## src/rtl/la_drsync.sv

```systemverilog
// la_drsync: two-flop synchronizer for a single-bit level, cleared by an async active-low reset.
module la_drsync (
    input  logic clk,
    input  logic in,
    input  logic nreset,
    output logic out
);
    logic [1:0] sync_q;
    logic [1:0] sync_d;

    always_comb sync_d = {sync_q[0], in};

    always_ff @(posedge clk or negedge nreset)
        if (!nreset) sync_q <= '0;
        else sync_q <= sync_d;

    assign out = sync_q[1];
endmodule

```

## src/rtl/la_clkswitch_ctrl.sv

```systemverilog
// la_clkswitch_ctrl: 4-phase req/ack controller that drives break-before-make
// selects for a downstream glitch-free clock mux.
module la_clkswitch_ctrl #(
    parameter     PROP   = "DEFAULT",
    parameter int DRAIN  = 16,
    parameter int RSTSEL = 0,
    parameter int SYNC   = 1
) (
    input  logic clk,
    input  logic nreset,
    input  logic req,
    input  logic target,
    output logic ack,
    output logic sel0,
    output logic sel1,
    output logic current,
    output logic busy
);
    localparam logic [1:0] IDLE  = 2'd0;
    localparam logic [1:0] DROP  = 2'd1;
    localparam logic [1:0] RAISE = 2'd2;
    localparam logic [1:0] ACK   = 2'd3;
    localparam int         CW    = 8;
    localparam logic [CW-1:0] CNT_LOAD = CW'(DRAIN - 1);
    localparam logic       RST_CUR = 1'(RSTSEL);

    logic          req_s;
    logic [1:0]    state_q, state_d;
    logic [CW-1:0] cnt_q, cnt_d;
    logic          next_q, next_d;
    logic          cur_q, cur_d;
    logic          sel0_q, sel0_d;
    logic          sel1_q, sel1_d;
    logic          ack_q, ack_d;
    logic          busy_q, busy_d;
    logic          rdy_q, rdy_d;

    generate
        if (SYNC == 1) begin : g_sync
            la_drsync u_sync (.clk(clk), .in(req), .nreset(nreset), .out(req_s));
        end else begin : g_nosync
            assign req_s = req;
        end
    endgenerate

    // rdy holds off requests on the first edge after reset release
    always_comb begin
        rdy_d   = 1'b1;
        state_d = state_q;
        cnt_d   = (cnt_q == '0) ? '0 : cnt_q - 1'b1;
        next_d  = next_q;
        cur_d   = cur_q;
        sel0_d  = sel0_q;
        sel1_d  = sel1_q;
        case (state_q)
            IDLE:
                if (rdy_q && req_s) begin
                    if (target == cur_q) begin
                        state_d = ACK;
                    end else begin
                        state_d = DROP;
                        next_d  = target;
                        cnt_d   = CNT_LOAD;
                        sel0_d  = 1'b0;
                        sel1_d  = 1'b0;
                    end
                end
            DROP:
                if (cnt_q == '0) begin
                    state_d = RAISE;
                    cnt_d   = CNT_LOAD;
                    cur_d   = next_q;
                    sel0_d  = ~next_q;
                    sel1_d  = next_q;
                end
            RAISE:   state_d = (cnt_q == '0) ? ACK : RAISE;
            ACK:     state_d = req_s ? ACK : IDLE;
            default: state_d = IDLE;
        endcase
        ack_d  = (state_d == ACK);
        busy_d = (state_d != IDLE);
    end

    always_ff @(posedge clk or negedge nreset)
        if (!nreset) begin
            state_q <= IDLE;
            cnt_q   <= '0;
            next_q  <= RST_CUR;
            cur_q   <= RST_CUR;
            sel0_q  <= ~RST_CUR;
            sel1_q  <= RST_CUR;
            ack_q   <= 1'b0;
            busy_q  <= 1'b0;
            rdy_q   <= 1'b0;
        end else begin
            state_q <= state_d;
            cnt_q   <= cnt_d;
            next_q  <= next_d;
            cur_q   <= cur_d;
            sel0_q  <= sel0_d;
            sel1_q  <= sel1_d;
            ack_q   <= ack_d;
            busy_q  <= busy_d;
            rdy_q   <= rdy_d;
        end

    assign ack     = ack_q;
    assign sel0    = sel0_q;
    assign sel1    = sel1_q;
    assign current = cur_q;
    assign busy    = busy_q;
endmodule

```

## config.mk

```make
export PLATFORM = sky130hd
export DESIGN_NAME = la_clkswitch_ctrl
export DESIGN_NICKNAME = d
export VERILOG_FILES = /design/src/rtl/la_drsync.sv /design/src/rtl/la_clkswitch_ctrl.sv
export SDC_FILE = /design/constraint.sdc
export NUM_CORES = 1
export LEC_CHECK = 0
export BUFFER_PORTS_ARGS = -buffer_cell sky130_fd_sc_hd__buf_2
export CAP_MARGIN = 25
export CELL_PAD_IN_SITES_DETAIL_PLACEMENT = 1
export CELL_PAD_IN_SITES_GLOBAL_PLACEMENT = 1
export CORE_UTILIZATION = 42
export DETAILED_ROUTE_END_ITERATION = 8
export PLACE_DENSITY = 0.7
export SYNTH_ARGS = -nofsm -noshare
export SYNTH_HDL_FRONTEND = slang
export SYNTH_HIERARCHICAL = 1
export SYNTH_SLANG_ARGS = --single-unit
export TNS_END_PERCENT = 30
```

## constraint.sdc

```tcl
create_clock -name clk -period 2.2 [get_ports clk]
set_clock_uncertainty 0.15 [all_clocks]
set_input_delay 0.33 -clock clk [delete_from_list [all_inputs] [get_ports clk]]
set_output_delay 0.33 -clock clk [all_outputs]
set_load 0.01 [all_outputs]
```

==> results of run 1 <==
[sequential cells by signal, summed over array words and instances, names as in the netlist]
| name | cells |
|---|---|
| next_q | 1 |
| sel1 | 1 |
| sel0 | 1 |
| ack | 1 |
| current | 1 |
| rdy_q | 1 |
| state_q | 2 |
| g_sync.u_sync/sync_q | 2 |
| busy | 1 |
| cnt_q | 8 |
[worst max-delay path, stage by stage (launching register included)]
cell and delay [ns]:
dfrtp_1 0.43, inv_1 0.09, ha_1 0.18, or4b_2 0.65, nor3_1 0.28, o21ai_0 0.16
[metrics by stage]
stage	utilization (%)	total power, mW	worst slack (ns)	instances	hold slack, ns
after CTS	52.4	1.46	0.132	128	0.166
final	52.4	1.45	0.123	128	0.186
after global placement	50.0	1.22	0.226	122	0.144
after detailed placement	50.0	1.27	0.148	122	0.150
after floorplan	-	1.04	0.378	86	-0.116
after global routing	52.4	1.57	0.00141	128	0.221
[Yosys cell counts (2+ instances only)]
library cell / count
dfrtp_1: 18
o21ai_0: 8
a21oi_1: 7
nor2_1: 5
inv_1: 4
nand2_1: 3
nor3_1: 3
o211ai_1: 3
a211oi_1: 2
clkbuf_1: 2
ha_1: 2
mux2i_1: 2
nand3_1: 2
or4_1: 2
xnor2_1: 2
[what timing repair did]
action,CTS,global route
endpoints found under the hold margin,19,0
buffers inserted,0,0
hold buffers,2,0
gates resized for setup,0,0
[metal layers]
| layer | routed length [microns] | global-route usage (%) |
|---|---|---|
| met5 | 0 | 0 |
| met4 | 35 | 9.31 |
| met3 | 52 | 3.74 |
| met2 | 1090 | 34.7 |
| met1 | 1050 | 30.4 |
[area by class of cell]
| class | count | share of cell area (%) |
|---|---|---|
| flip-flops and latches | 19 | 45.0 |
| multi-input cells | 61 | 40.0 |
| repair buffers | 13 | 7.80 |
| well taps | 27 | 3.19 |
| clock buffers | 3 | 2.13 |
| inverters | 4 | 1.42 |
| clock inverters | 1 | 0.473 |
[power by group]
group / total (mW) / leakage [nW] / switching, mW / internal, mW
sequential: 0.674 / 0.225 / 0.180 / 0.495
clock: 0.179 / 0.0177 / 0.112 / 0.0677
combinational: 0.597 / 0.229 / 0.315 / 0.282
total: 1.45 / 0.472 / 0.606 / 0.845
[logic make-up after synthesis]
group,count (synthesis),share of synthesized area (%)
xor gates and xnor gates,3,2.85
adders and majority gates,2,2.71
other,1,0.407
DFF,19,51.7
buffers and inverters,6,2.44
AOI/OAI and AO/OA,27,18.6
and+or+nand+nor,25,17.9
muxes,3,3.39
[how the worst max path moves through the flow]
stage                to  slack, ns  cells past startpoint
6_report       cnt_q[3]       0.12                      5
5_1_grt        cnt_q[3]      0.001                      5
3_3_place_gp   cnt_q[2]       0.23                      5
2_1_floorplan  cnt_q[2]       0.38                      5
3_5_place_dp   cnt_q[3]       0.15                      5
4_1_cts        cnt_q[3]       0.13                      5
==> flow_summary.json, run 1 <==
{
  "mostFrequentLayoutCells": "18 x dfrtp_1, 8 x o21ai_0, 8 x buf_2",
  "drive_gt1_share_pct": 21.8,
  "fmax_mhz": 481,
  "power_density_nw_per_um2": 1370,
  "initial_core_util_pct": 45.6,
  "ioPinCount": 9,
  "antennaDiodeCount": 0,
  "fin_tns_setup_ns": 0,
  "hpwl_microns": 1620,
  "hold_depth": 3,
  "rsz0062_at_grt": "false",
  "r2r.worst_path.cells": 5,
  "min_period_ns": 2.08,
  "wl_microns": 2230,
  "avgSynthCellArea_sq_um": 10.7,
  "synth_flop_cell": "dfrtp_1",
  "ant_nets": 0,
  "p_leak_nw": 0.472,
  "portBuffers": 8,
  "r2r-end": "cnt_q[3]",
  "seq_area_frac_synth_pct": 51.7,
  "r2r_start": "cnt_q[0]",
  "hp-class": "in2reg",
  "gr-usage-all-layers_pct": 22.2,
  "critical_path_class": "reg2reg",
  "dr.pass1.iters": 4,
  "routed-via-count": 734,
  "netlist_top_cells_area": "dfrtp_1 49%, o21ai_0 4.3%, a21oi_1 3.8%",
  "final-hold-violation-count": 0,
  "synth_nets": 92,
  "cts.sinks": 19,
  "drc": 0,
  "fillers": 231,
  "drt_iter0_markers": 12,
  "timing.reg2reg.setup_slack_ns": 0.12,
  "cts_tree": "done",
  "grt_overflow": 0,
  "whs_endpoint": "next_q",
  "crit_fanout": 5,
  "synth_edf_count": 0,
  "antenna_found_initial": 0,
  "post_drt_wl_per_cell_microns": 17.4,
  "nNetsFinal": 108,
  "final_common_cell": "dfrtp_1",
  "ctsHtreeMaxLevel": 1,
  "netlist.area_leader.share_pct": 48.8,
  "max-vdd-ir-drop_v": 0.000638,
  "setup_viol": 0,
  "worstSetupStartpoint": "cnt_q[0]",
  "cap_violations": 0,
  "maxSlewViolCount": 0,
  "crit_path_end_kind": "flip-flop",
  "multi_input_area_sq_um": 423,
  "status": "completed",
  "yosys.area.top_type": "dfrtp_1",
  "core_sq_um": 2020,
  "ys_ff_latch": 19,
  "start_kind": "flip-flop",
  "cts_buffers": 3,
  "period_share_pct": 94.4,
  "stdcell_area_sq_um": 1060,
  "ys_warn_count": 6,
  "syn_area_sq_um": 922,
  "holdCritStartpoint": "target",
  "ys_types": 36,
  "grt_pass1_vias": 787,
  "grt_max_degree": 20,
  "insertion_delay_ns": 0.30,
  "areaGrowthSynthToFinish_pct": 14.8,
  "grt_pass1_wl_microns": 3970,
  "synthArstFlopShare_pct": 100,
  "placed_area_sq_um": 1010,
  "core.rowCount": 16,
  "required_ns": 2.22,
  "die_x_microns": 48.9,
  "gp_congestion": 0.822,
  "die_h_microns": 48.9,
  "path_clk_slew_ns": 0.11,
  "die_area_sq_um": 2390,
  "cts-root-buf": "clkbuf_4",
  "synth_cells": 86,
  "crit_arrival_ns": 2.10,
  "clockBufferDepth": 2,
  "regArea_sq_um": 477,
  "vias_per_cell": 5.73
}
Note: power is estimated with default switching activity, not from simulation.
==> inputs of run 2 (changes only) <==
Settings changed: ABC_AREA from default to 1, PLACE_DENSITY 0.7 to 0.73, SETUP_SLACK_MARGIN from default to 0.15.
==> run 2 against run 1 <==
  * Via count down 2.3%
  * Register-to-register slack better by 0.56 ns
  * Non-clock buffer count decreased by 3
  * Sequential power is 11% lower
  * Sequential share of layout area is 0.42 points lower
  * Count of clock-buffer cells in the layout did not move
  * Wire length decreased by 15%
  * Synthesized cell count grew 26%
  * Critical endpoint is now cnt_q[6]
  * Global-route usage decreased by 2.6 points
==> flow_summary.json, run 2 <==
{
  "drt_iter0_markers": 6,
  "critical_path_class": "reg2reg",
  "cts_tree": "done",
  "ioPinCount": 9,
  "synthArstFlopShare_pct": 100,
  "cts_buffers": 3,
  "antennaDiodeCount": 0,
  "gr-usage-all-layers_pct": 19.6,
  "ys_types": 21,
  "period_share_pct": 68.7,
  "cts-root-buf": "clkbuf_4",
  "netlist_top_cells_count": "24 x nand2_1, 18 x dfrtp_1, 18 x inv_1",
  "reg.largest.list": "cnt_q: 8 flops, g_sync.u_sync/sync_q: 2 flops, state_q: 2 flops",
  "core_sq_um": 2040,
  "portBuffers": 8,
  "clockBufferDepth": 2,
  "power_density_nw_per_um2": 1300,
  "p_clk_share_pct": 12.8,
  "start_kind": "flip-flop",
  "muxShareOfSynthArea_pct": 0,
  "ys_ff_latch": 19,
  "synth_nets": 114,
  "post_cts_resized": 0,
  "hold_ws_ns": 0.151,
  "core.rowCount": 16,
  "routed-via-count": 717,
  "wl_microns": 1900,
  "insertion_delay_ns": 0.30,
  "share_comb_of_total_power_pct": 44.2,
  "postCtsSetupBuffers": 0,
  "synth-compound-area-share_pct": 5.81,
  "antenna_found_initial": 0,
  "setup_viol": 0,
  "hpwl_microns": 1430,
  "synth_edf_count": 0,
  "netlist.area_leader.share_pct": 47.6,
  "synth_top_family_by_area": "simple AND/OR/NAND/NOR gates",
  "p_leak_nw": 0.564,
  "yosys.area.top_type": "dfrtp_1",
  "vias_per_cell": 4.81,
  "pwr-share-seq_pct": 43.1,
  "multi_input_area_sq_um": 399,
  "critical_path_buf_inv_count": 2,
  "grt_max_degree": 20,
  "areaGrowthSynthToFinish_pct": 12.8,
  "largest_reg_flops": 8,
  "stdcell_area_sq_um": 1070,
  "fin_tns_setup_ns": 0,
  "yosys.area_share.simple_pct": 30.5,
  "critPathMaxStageDelay_ns": 0.40,
  "avgSynthCellArea_sq_um": 8.77,
  "fillers": 269,
  "gp_congestion": 0.752,
  "ys_warn_count": 6,
  "final-hold-violation-count": 0,
  "crit_fanout": 6,
  "path_clk_slew_ns": 0.11,
  "placed_area_sq_um": 1020,
  "synthAdderAreaFrac_pct": 2.64,
  "regArea_sq_um": 477,
  "crit_slowest_cell": "dfrtp_1",
  "fin_cells": 149,
  "final_common_cell": "nand2_1",
  "ant_nets": 0,
  "required_ns": 2.24,
  "synth_cells": 108,
  "die_h_microns": 49.5,
  "min_period_ns": 1.51,
  "fmax_mhz": 661,
  "rsz0062_at_grt": "false",
  "maxSlewViolCount": 0,
  "dr.pass1.iters": 2,
  "drive_gt1_share_pct": 22.1,
  "grt_overflow": 0,
  "grt_pass1_wl_microns": 3570,
  "cts.sinks": 19,
  "cap_violations": 0,
  "p_int_uw": 790,
  "drc": 0,
  "dp.cells": 143,
  "netlist_top_cells_area": "dfrtp_1 48%, nand2_1 9.5%, inv_1 7.1%",
  "crit_path_end_kind": "flip-flop",
  "post_drt_wl_per_cell_microns": 12.8,
  "path_cells": "inv_1 > ha_1 > nand2_1 > nor2_4 > inv_1 > nand2_1 > nor2_1",
  "seq_area_frac_synth_pct": 50.3,
  "nNetsFinal": 129,
  "final_core_util_pct": 52.3,
  "synth_flop_cell": "dfrtp_1",
  "switching_share_pct": 43.2,
  "synth.most_common_cell": "nand2_1",
  "crit_family": "simple AND/OR/NAND/NOR gates",
  "regMostFlops": "cnt_q",
  "power_switching_uw": 600,
  "ctsHtreeMaxLevel": 1,
  "status": "completed",
  "die_x_microns": 49.5,
  "max-vdd-ir-drop_v": 0.000551,
  "synth_xor_area_share_pct": 2.77,
  "die_area_sq_um": 2450,
  "grt_pass1_vias": 773,
  "initial_core_util_pct": 46.4,
  "ctsHoldBuffers": 2,
  "crit_arrival_ns": 1.55,
  "syn_area_sq_um": 947,
  "hp-class": "in2reg",
  "mostFrequentLayoutCells": "24 x nand2_1, 18 x inv_1, 18 x dfrtp_1"
}
## run 2: logic make-up after synthesis
group	after synthesis
xor gates and xnor gates	3
DFF	19
buffers and inverters	19
and+or+nand+nor	55
adders and majority gates	2
AOI/OAI and AO/OA	9
other	1
## run 2: layout make-up
type | count | share of cell area (%)
Clock buffer | 3 | 2.11
Inverter | 19 | 6.67
Sequential cell | 19 | 44.6
Multi-Input combinational cell | 70 | 37.4
Tap cell | 27 | 3.16
Clock inverter | 1 | 0.468
Timing Repair Buffer | 10 | 5.62
## run 2: worst paths after layout
path,start,to,slack [ns],depth (start not counted)
setup / recovery,cnt_q[0],cnt_q[6],0.69,7
hold / removal,target,next_q,0.15,3
setup reg to reg,cnt_q[0],cnt_q[6],0.69,7
hold reg to reg,g_sync.u_sync/sync_q[0],g_sync.u_sync/sync_q[1],0.22,0
max in group asynchronous,nreset,sel0,1.25,2
min in group asynchronous,nreset,next_q,0.33,2
## run 2: worst register-to-register path: cells and delay by family (launching register included)
family	cells	cell delay [ns]
buffers and inverters	2	0.19
and+or+nand+nor	4	0.49
adders and majority gates	1	0.18
DFF	1	0.40
## run 2: per-stage QoR
step | total power, mW | setup WS, ns
2_1_floorplan | 1.05 | 0.881
3_3_place_gp | 1.19 | 0.775
3_5_place_dp | 1.22 | 0.712
4_1_cts | 1.41 | 0.681
5_1_grt | 1.53 | 0.525
6_report | 1.39 | 0.688
## run 2: power by group through the flow
stage / combinational, mW / clock (mW) / sequential (mW)
2_1_floorplan: 0.455 / 0 / 0.598
3_3_place_gp: 0.596 / 0 / 0.592
3_5_place_dp: 0.616 / 0 / 0.604
4_1_cts: 0.626 / 0.186 / 0.599
5_1_grt: 0.721 / 0.196 / 0.615
6_report: 0.614 / 0.177 / 0.599
## run 2: metal layers
metal / up-vias / track usage [%] / share of wire [%] / wire length [microns]
met5: - / 0 / 0 / 0
met3: 5 / 1.85 / 1.4 / 26
li1: 358 / - / - / -
met2: 7 / 33.1 / 51 / 974
met1: 347 / 26.1 / 45 / 862
met4: 0 / 7.14 / 1.9 / 37
==> inputs of run 3 (changes only) <==
Clock period 2.2 ns to 1.55 ns, I/O delays scaled along.
==> run 3 against run 2 <==
  * First-iteration DRC count decreased by 17%
  * Via count is 1.5% higher
  * Sequential cell count did not move
  * Die area did not move
  * Critical path type unchanged
  * Clock power increased by 42%
==> flow_summary.json, run 3 (same netlist as run 2, synthesis figures left out) <==
{
  "status": "completed",
  "cap_violations": 0,
  "dr.pass1.iters": 4,
  "initial_core_util_pct": 46.4,
  "gp_congestion": 0.752,
  "areaGrowthSynthToFinish_pct": 23.2,
  "min_period_ns": 1.41,
  "top_layer_used": "met4",
  "ioPinCount": 9,
  "drive_gt1_share_pct": 36.5,
  "grt_overflow": 0,
  "required_ns": 1.60,
  "reg.largest.list": "cnt_q: 8 flops, g_sync.u_sync/sync_q: 2 flops, state_q: 2 flops",
  "multi_input_area_sq_um": 472,
  "path_common_cell": "nor2_1",
  "crit_family": "flip-flops",
  "wl_met1_microns": 905,
  "regMostFlops": "cnt_q",
  "power_switching_uw": 973,
  "pwr-share-seq_pct": 38.9,
  "regArea_sq_um": 477,
  "critical_path_class": "reg2reg",
  "timing.reg2reg.setup_slack_ns": 0.14,
  "grt_pass1_vias": 751,
  "post-place-ws_ns": 0.0959,
  "die_area_sq_um": 2450,
  "ctsHtreeMaxLevel": 1,
  "dr_wl_met2_microns": 1050,
  "die_x_microns": 49.5,
  "antenna_found_initial": 0,
  "final-hold-violation-count": 0,
  "crit_path_end_kind": "flip-flop",
  "path_clk_slew_ns": 0.11,
  "largest_reg_flops": 8,
  "p_int_mw": 1.22,
  "core.rowCount": 16,
  "critical_path_buf_inv_count": 1,
  "fillers": 246,
  "start_kind": "flip-flop",
  "cp_num_cells": 6,
  "gr-usage-all-layers_pct": 18.4,
  "crit_arrival_ns": 1.46,
  "vias_per_cell": 4.76,
  "critPathMaxStageDelay_ns": 0.41,
  "max-vdd-ir-drop_v": 0.000862,
  "mostFrequentLayoutCells": "18 x nand2_1, 18 x dfrtp_1, 13 x inv_1",
  "endpoint": "cnt_q[6]",
  "die_h_microns": 49.5,
  "p_total_mw": 2.19,
  "ant_nets": 0,
  "crit_slowest_cell": "dfrtp_1",
  "grt_pass1_wl_microns": 3310,
  "fmax_mhz": 710,
  "portBuffers": 8,
  "hp-class": "in2reg",
  "power_density_nw_per_um2": 1880,
  "post_drt_wl_per_cell_microns": 13.1,
  "switching_share_pct": 44.4,
  "drc": 0,
  "insertion_delay_ns": 0.30,
  "fin_tns_setup_ns": 0,
  "p_clk_share_pct": 11.5,
  "cts-root-buf": "clkbuf_4",
  "worstSetupStartpoint": "cnt_q[0]",
  "grt_max_degree": 20,
  "drt_iter0_markers": 5,
  "hold_depth": 3,
  "path_cells": "inv_2 > ha_2 > nand2_2 > nor2_1 > xor2_1 > nor2_1",
  "hpwl_microns": 1400,
  "clockBufferDepth": 2,
  "timing.final.ws_setup_ns": 0.142,
  "cts_tree": "done",
  "cts_buffers": 3,
  "r2r_start": "cnt_q[0]",
  "core_sq_um": 2040,
  "maxSlewViolCount": 0,
  "setup_viol": 0,
  "met3_length_microns": 24,
  "routed-via-count": 728,
  "rsz0062_at_grt": "true",
  "share_comb_of_total_power_pct": 49.6,
  "antennaDiodeCount": 0,
  "r2r.worst_path.cells": 6,
  "crit_fanout": 3,
  "final_core_util_pct": 57.2,
  "wl_microns": 2010,
  "p_leak_nw": 0.583,
  "period_share_pct": 90.9,
  "nNetsFinal": 133,
  "cts.sinks": 19,
  "r2r-end": "cnt_q[6]"
}
## run 3: cell count changes in the layout (fill, tap and decap cells not counted), sizes merged
cell   previous run  this run
buf               8        11
nand3            10        11
## run 3: cell type report
type	count	share of cell area (%)
inverter	19	6.11
multi-input combinational	71	40.4
tap	27	2.89
clock buffer	3	1.93
timing repair buffer	13	7.40
sequential	19	40.8
clock inverter	1	0.429
## run 3: worst min-delay path by stage
stage | startpoint | to | slack (ns)
after floorplan | nreset | ack | -0.21
after global placement | nreset | next_q | 0.04
after detailed placement | nreset | cnt_q[2] | 0.05
after CTS | target | next_q | 0.06
after global routing | target | next_q | 0.11
final | target | next_q | 0.06
## run 3: power by group through the flow
| stage | Combinational (mW) | Clock [mW] | Sequential, mW |
|---|---|---|---|
| 4_1_cts | 0.952 | 0.263 | 0.846 |
| 5_1_grt | 1.22 | 0.276 | 0.877 |
| 6_report | 1.09 | 0.252 | 0.853 |
| 2_1_floorplan | 0.646 | 0 | 0.849 |
| 3_3_place_gp | 0.846 | 0 | 0.840 |
| 3_5_place_dp | 0.879 | 0 | 0.852 |
## run 3: timing repair
item / CTS / global route
hold buffers: 2 / 0
setup buffers: 2 / 1
endpoints found under the setup margin: 13 / 16
endpoints found under the hold margin: 19 / 0
cloned: 1 / 0
pin swaps: 3 / 10
resized for setup: 4 / 19
## run 3: worst reg2reg max path: stages, from the launching register on
cell and delay, ns:
dfrtp_1 0.41, inv_2 0.09, ha_2 0.20, nand2_2 0.07
nor2_1 0.14, xor2_1 0.18, nor2_1 0.06
## run 3: per-layer routing
layer,GRT usage (%),vias to the layer above
met5,0,-
met3,1.85,2
met4,7.14,0
met2,33.1,6
li1,-,368
met1,22.5,352
## run 3: stage by stage
stage               hold WS (ns)  instances  cell area [sq um]
floorplan                 -0.213        108                947
global placement          0.0383        143               1020
detailed placement        0.0499        143               1020
CTS                       0.0649        152               1100
global route               0.112        153               1170
finish                    0.0644        153               1170
